===== src/rtl/fp_divider.sv =====
// fp_divider: multi-cycle IEEE-754 binary32 divider.
// Operands are captured on a start pulse. The mantissa quotient comes from a
// radix-2 restoring loop that produces one bit per cycle. The quotient is then
// normalized and truncated, and the result is registered with a one-cycle done.
// Denormal operands are flushed to zero. NaN results are the canonical quiet NaN.

module fp_divider (
  input  logic        clk,
  input  logic        rst_n,
  input  logic        start,
  input  logic [31:0] data1,
  input  logic [31:0] data2,
  output logic        busy,
  output logic        done,
  output logic [31:0] result,
  output logic        div_by_zero
);

  typedef enum logic [1:0] {
    IDLE,
    DIV,
    NORM,
    FIN
  } state_t;

  localparam logic [31:0] QNAN = 32'h7FC0_0000;

  state_t            state;
  logic              sign;
  logic [23:0]       m2;
  logic [25:0]       r;
  logic [24:0]       q;
  logic signed [9:0] exp_e;
  logic [4:0]        cnt;
  logic [31:0]       spec_res;
  logic              spec_dbz;

  // Raw field split of the incoming operands
  logic [7:0]  e1;
  logic [7:0]  e2;
  logic [22:0] f1;
  logic [22:0] f2;

  assign e1 = data1[30:23];
  assign e2 = data2[30:23];
  assign f1 = data1[22:0];
  assign f2 = data2[22:0];

  // Operand classification; exponent field 0 counts as zero
  logic a_zero;
  logic a_inf;
  logic a_nan;
  logic b_zero;
  logic b_inf;
  logic b_nan;
  logic in_special;
  logic in_sign;
  logic signed [9:0] in_exp;

  assign a_zero     = (e1 == 8'h00);
  assign a_inf      = (e1 == 8'hFF) && (f1 == 23'h0);
  assign a_nan      = (e1 == 8'hFF) && (f1 != 23'h0);
  assign b_zero     = (e2 == 8'h00);
  assign b_inf      = (e2 == 8'hFF) && (f2 == 23'h0);
  assign b_nan      = (e2 == 8'hFF) && (f2 != 23'h0);
  assign in_special = a_zero | a_inf | a_nan | b_zero | b_inf | b_nan;
  assign in_sign    = data1[31] ^ data2[31];
  assign in_exp     = $signed({2'b00, e1} - {2'b00, e2} + 10'd127);

  logic [31:0] dec_res;
  logic        dec_dbz;

  // Special-case result, evaluated in priority order at capture time
  always_comb begin
    dec_res = {in_sign, 31'h0};
    dec_dbz = 1'b0;
    if (a_nan || b_nan) begin
      dec_res = QNAN;
    end else if ((a_zero && b_zero) || (a_inf && b_inf)) begin
      dec_res = QNAN;
    end else if (a_inf) begin
      dec_res = {in_sign, 8'hFF, 23'h0};
    end else if (b_zero) begin
      dec_res = {in_sign, 8'hFF, 23'h0};
      dec_dbz = 1'b1;
    end else begin
      dec_res = {in_sign, 31'h0};
    end
  end

  logic        r_ge;
  logic [25:0] r_sel;
  logic [25:0] r_next;

  // One restoring step: subtract the divisor when it fits, then shift left
  always_comb begin
    r_ge   = (r >= {2'b00, m2});
    r_sel  = r_ge ? (r - {2'b00, m2}) : r;
    r_next = r_sel << 1;
  end

  logic signed [9:0] norm_exp;
  logic [22:0]       norm_frac;
  logic [31:0]       norm_res;

  // Normalize the quotient and clamp to infinity or zero on range exit
  always_comb begin
    if (q[24]) begin
      norm_exp  = exp_e;
      norm_frac = q[23:1];
    end else begin
      norm_exp  = exp_e - 10'sd1;
      norm_frac = q[22:0];
    end
    if (norm_exp >= 10'sd255) begin
      norm_res = {sign, 8'hFF, 23'h0};
    end else if (norm_exp <= 10'sd0) begin
      norm_res = {sign, 31'h0};
    end else begin
      norm_res = {sign, norm_exp[7:0], norm_frac};
    end
  end

  // Control FSM with registered busy/done/result outputs
  always_ff @(posedge clk or negedge rst_n) begin
    if (!rst_n) begin
      state       <= IDLE;
      busy        <= 1'b0;
      done        <= 1'b0;
      result      <= 32'h0;
      div_by_zero <= 1'b0;
      sign        <= 1'b0;
      m2          <= 24'h0;
      r           <= 26'h0;
      q           <= 25'h0;
      exp_e       <= 10'sd0;
      cnt         <= 5'd0;
      spec_res    <= 32'h0;
      spec_dbz    <= 1'b0;
    end else begin
      done <= 1'b0;
      case (state)
        IDLE: begin
          if (start) begin
            sign     <= in_sign;
            m2       <= {1'b1, f2};
            r        <= {2'b01, f1};
            q        <= 25'h0;
            exp_e    <= in_exp;
            cnt      <= 5'd0;
            spec_res <= dec_res;
            spec_dbz <= dec_dbz;
            busy     <= 1'b1;
            state    <= in_special ? FIN : DIV;
          end
        end
        DIV: begin
          q <= {q[23:0], r_ge};
          r <= r_next;
          if (cnt == 5'd24) begin
            cnt   <= 5'd0;
            state <= NORM;
          end else begin
            cnt <= cnt + 5'd1;
          end
        end
        NORM: begin
          result      <= norm_res;
          div_by_zero <= 1'b0;
          done        <= 1'b1;
          busy        <= 1'b0;
          state       <= IDLE;
        end
        FIN: begin
          result      <= spec_res;
          div_by_zero <= spec_dbz;
          done        <= 1'b1;
          busy        <= 1'b0;
          state       <= IDLE;
        end
        default: begin
          state <= IDLE;
        end
      endcase
    end
  end

endmodule


===== config.mk =====
export PLATFORM = sky130hd
export DESIGN_NAME = fp_divider
export DESIGN_NICKNAME = d
export VERILOG_FILES = /design/src/rtl/fp_divider.sv
export SDC_FILE = /design/constraint.sdc
export NUM_CORES = 1
export LEC_CHECK = 0
export CORE_ASPECT_RATIO = 2
export CORE_UTILIZATION = 45
export DETAILED_ROUTE_END_ITERATION = 16
export PLACE_DENSITY = 0.7
export SLEW_MARGIN = 15
export SYNTH_ARGS = -nofsm -noshare
export SYNTH_HDL_FRONTEND = slang
export SYNTH_SLANG_ARGS = --single-unit

===== constraint.sdc =====
create_clock -name clk -period 3.4 [get_ports clk]
set_input_delay 0.68 -clock clk [delete_from_list [all_inputs] [get_ports clk]]
set_output_delay 0.68 -clock clk [all_outputs]
set_load 0.01 [all_outputs]

==> results of run 1 <==
-- cell type report --
class | count | area (µm²) | share of cell area, %
Clock inverter | 13 | 174 | 1.75
Sequential cell | 132 | 3300 | 33.2
Inverter | 75 | 282 | 2.83
Multi-Input combinational cell | 697 | 4290 | 43.1
Tap cell | 213 | 267 | 2.68
Timing Repair Buffer | 118 | 1190 | 11.9
Clock buffer | 19 | 443 | 4.45
-- sequential cells by signal, indices dropped and copies added, names as in the netlist, 2 cells and up --
signal,count
r,26
exp_e,10
m2,24
cnt,5
state,2
result,32
q,25
spec_res,3
-- placed cells by master (no fill, tap or decap), types with 4 or more instances in the layout --
master / instances
sky130_fd_sc_hd__o21ai_0: 93
sky130_fd_sc_hd__nand2b_1: 11
sky130_fd_sc_hd__clkdlybuf4s50_1: 100
sky130_fd_sc_hd__clkinvlp_4: 5
sky130_fd_sc_hd__nand3_1: 17
sky130_fd_sc_hd__buf_4: 14
sky130_fd_sc_hd__dfrtp_1: 132
sky130_fd_sc_hd__o22ai_1: 23
sky130_fd_sc_hd__buf_12: 4
sky130_fd_sc_hd__a21oi_1: 43
sky130_fd_sc_hd__o31ai_1: 5
sky130_fd_sc_hd__o21bai_1: 4
sky130_fd_sc_hd__nor3_1: 14
sky130_fd_sc_hd__nand4_1: 9
sky130_fd_sc_hd__nor2_1: 44
sky130_fd_sc_hd__a31oi_1: 22
sky130_fd_sc_hd__and3_1: 4
sky130_fd_sc_hd__clkbuf_16: 17
sky130_fd_sc_hd__a21boi_0: 4
sky130_fd_sc_hd__nand2_1: 176
sky130_fd_sc_hd__a21o_1: 9
sky130_fd_sc_hd__o211ai_1: 7
sky130_fd_sc_hd__nor4_1: 18
sky130_fd_sc_hd__mux2i_1: 27
sky130_fd_sc_hd__xnor2_1: 22
sky130_fd_sc_hd__xor2_1: 12
sky130_fd_sc_hd__and2_1: 4
sky130_fd_sc_hd__or2_2: 4
sky130_fd_sc_hd__ha_1: 36
sky130_fd_sc_hd__a32o_1: 5
sky130_fd_sc_hd__a211oi_1: 13
sky130_fd_sc_hd__inv_1: 75
sky130_fd_sc_hd__nor2b_1: 9
sky130_fd_sc_hd__or4_1: 4
sky130_fd_sc_hd__o21a_1: 8
-- metrics by stage --
stage / utilization [%] / hold slack [ns] / std cells / worst slack [ns] / power [µW]
floorplan: - / 0.384 / 956 / 0.595 / 7000
global placement: 52.7 / 0.440 / 1235 / 0.0846 / 8560
detailed placement: 52.7 / 0.444 / 1235 / 0.00806 / 8660
CTS: 56.2 / 0.270 / 1267 / 0.271 / 10600
global route: 56.2 / 0.285 / 1267 / 0.0718 / 11400
finish: 56.2 / 0.250 / 1267 / 0.272 / 10600
-- power breakdown --
part	switching (µW)	leakage (µW)	internal, µW
clock	726	0.000284	1180
combinational	3440	0.00222	2550
sequential	492	0.00168	2200
-- cells in the mapped netlist (all sizes together) (8+ instances only) --
cell type  number  share of area [%]
nor3           14               0.86
mux2i          27                3.3
inv            75                3.5
o21a            8               0.74
xnor2          22                2.4
clkbuf         38                1.8
ha             36                5.6
nor4           18                1.4
o21ai          95                5.9
a21oi          43                2.7
a211oi         13                1.2
buf            14                1.2
a21o            9               0.83
nand3          17                1.0
nand4           9               0.69
a31oi          22                1.7
nor2           44                2.0
nand2         176                8.1
dfrtp         132                 41
nor2b          10               0.77
xor2           12                1.3
o22ai          23                1.8
nand2b         12               0.93
-- kinds of logic after synthesis --
family	Yosys count
DFF	132
and+or+nand+nor	332
xor gates and xnor gates	34
AOI/OAI and AO/OA	263
muxes	30
adders and majority gates	38
buffers and inverters	127
-- path summary, 6_finish.rpt --
kind	from	to	slack (ns)	depth (start not counted)
worst min register to register	m2[23]	m2[23]	0.45	2
worst max register to register	exp_e[0]	result[22]	0.27	9
worst max-delay path	exp_e[0]	result[22]	0.27	9
worst min-delay path	rst_n	result[14]	0.25	1
min in group clk	m2[23]	m2[23]	0.45	2
max in group asynchronous	rst_n	r[2]	2.24	2
-- metal layers --
layer  wire [µm]  track usage [%]  vias up
li1            -                -     3510
met1        7920             23.3     3421
met2       11900             46.1      169
met3         555             3.86       58
met4        1060             13.3        0
met5           0                0        -
-- critical path, stage by stage (launching register included) --
cell and delay [ns]:
sky130_fd_sc_hd__dfrtp_1 0.44, sky130_fd_sc_hd__inv_1 0.11, sky130_fd_sc_hd__ha_1 0.22, sky130_fd_sc_hd__or3b_2 0.53, sky130_fd_sc_hd__or2_2 0.31, sky130_fd_sc_hd__nor2_1 0.13
sky130_fd_sc_hd__xnor2_1 0.17, sky130_fd_sc_hd__a21bo_2 0.19, sky130_fd_sc_hd__nand4b_2 0.56, sky130_fd_sc_hd__o21ai_0 0.37
==> summary.md, run 1 <==
| Metric | Value |
|---|---|
| Clk root buf | sky130_fd_sc_hd__clkbuf_16 |
| Average instance area after synthesis | 8.48 µm² |
| Dominant combinational cell family by area after synthesis | compound AO/OA/AOI/OAI gates |
| Number of endpoints with negative hold slack in the final report | 0 |
| Total gr overflow | 0 |
| Sequential cell area fraction in the yosys report | 40.7% |
| Cell count after synthesis | 956 |
| First-pass GRT wire length | 34.8 mm |
| Worst hold path class | in -> async |
| VDD IR-drop max | 0.583 mV |
| Detailed Route Iter0 Violations | 267 |
| Register clock-pin slew on the reported worst setup and hold paths | 0.06 ns |
| Max frequency | 0.320 GHz |
| Number of design rule violations left after detail routing | 0 |
| Total standard cell area after synthesis | 8110 µm² |
| Final setup viols | 0 |
| Unrepaired setup endpoints after global routing | false |
| Post-route cell area | 9940 µm² |
| Leakage power figure | 0.00418 µW |
| Final clock period utilization by the worst path | 92.0% |
| Max-cap violations | 0 |
| Overall track demand over capacity in global routing | 23.7% |
| Vias after detailed routing | 7158 |
| Number of inserted filler cells in the final layout | 1662 |
| Area enclosed by the die boundary | 18600 µm² |
| Cell area power density | 1070 nW/µm² |
| Worst Tran Pin Value | 0.698 ns |
| Post-synth ARST share | 100% |
| Initial antenna violation count | 0 |
| Detailed-router iteration count before antenna repair | 5 |
| Synth Area in Compound Gates | 20.6% |
| Placed cell area | 9330 µm² |
| Total wire length | 21.4 mm |
| Share of post-route cells with drive strength above 1 | 6.36% |
| Floorplan core area | 17700 µm² |
| Fin. max-slew vios | 0 |
| Adder-cell share of the synthesized area | 6.05% |
| Clock sink count | 132 |
| Die X | 96.9 µm |
| Vias in the first global route | 7281 |
| Post-synth top flop | sky130_fd_sc_hd__dfrtp_1 |
| Kind of end point of the critical path | register |
| Outcome | finished, final reports clean |
| Remaining antenna violation count | 0 |
| Synth Area in Simple Gates | 18.8% |
| Crit-path max FO | 23 |
| DIE HEIGHT | 192 µm |
| CP arrival | 3.44 ns |
| Port Buf Inserts | 101 |
| Mux share of post-synthesis cell area | 3.75% |
| Resized cells post-CTS | 0 |
| Initial core utilization | 45.8% |
| Number of warning messages in the yosys log | 0 |
| Clock period minus worst slack | 3.13 ns |
| Required time at the worst-slack endpoint | 3.71 ns |
| Area delta synth->final | 22.7% |
| Headroom to the max-slew limit | 53.3% |
| Xor and xnor fraction of the mapped netlist area | 3.67% |
| Antenna fix cells | 0 |
| TritonCTS clock tree | done |
| Number of setup buffers added after CTS | 0 |
| Maximum number of pins on one net before global-route repair | 92 |
| Synth cell types | 67 |
| Launching element type of the critical path | register |
| I/O pins | 102 |
| Net count after synthesis | 1061 |
| Buffers from clock root to sink, at most | 2 |
| Hold-fix buffer count after cts | 0 |
| Classification of the worst setup path | reg -> reg |
| Clock insertion delay at the later pin of the skew report | 0.42 ns |
| Synthesized flop and latch total | 132 |
| Maximum level of the CTS H-tree | 4 |
| Number of enable flip-flop cells after synthesis | 0 |
| Half-perimeter wire length after placement | 15.7 mm |
| Final RePlAce weighted congestion | 0.915 |
| Number of rows created at floorplan | 69 |
| Avg Vias per Cell | 5.65 |
| Total clock buffers created by CTS | 17 |
| Total negative slack for setup checks | 0 ns |
| Number of nets in the layout | 1146 |
| Worst clock skew | 0.0109 ns |
| Routed length per placed instance | 16.9 µm |
No activity file was read; power rests on OpenSTA's default activity.
==> run 2, diff against run 1 <==
--- a/config.mk
+++ b/config.mk
@@ -8,6 +8,7 @@
 export CORE_ASPECT_RATIO = 2
 export CORE_UTILIZATION = 45
 export DETAILED_ROUTE_END_ITERATION = 16
+export HOLD_SLACK_MARGIN = 0.1
 export PLACE_DENSITY = 0.7
 export SLEW_MARGIN = 15
 export SYNTH_ARGS = -nofsm -noshare
==> results of run 2 <==
No change in the layout: final DEF, timing and power equal those of run 1.
==> run 3, diff against run 2 <==
--- a/config.mk
+++ b/config.mk
@@ -7,6 +7,7 @@
 export LEC_CHECK = 0
 export CORE_ASPECT_RATIO = 2
 export CORE_UTILIZATION = 45
+export CTS_CLUSTER_DIAMETER = 80
 export DETAILED_ROUTE_END_ITERATION = 16
 export HOLD_SLACK_MARGIN = 0.1
 export PLACE_DENSITY = 0.7
==> results of run 3 <==
No change in the layout: final DEF, timing and power equal those of run 1.
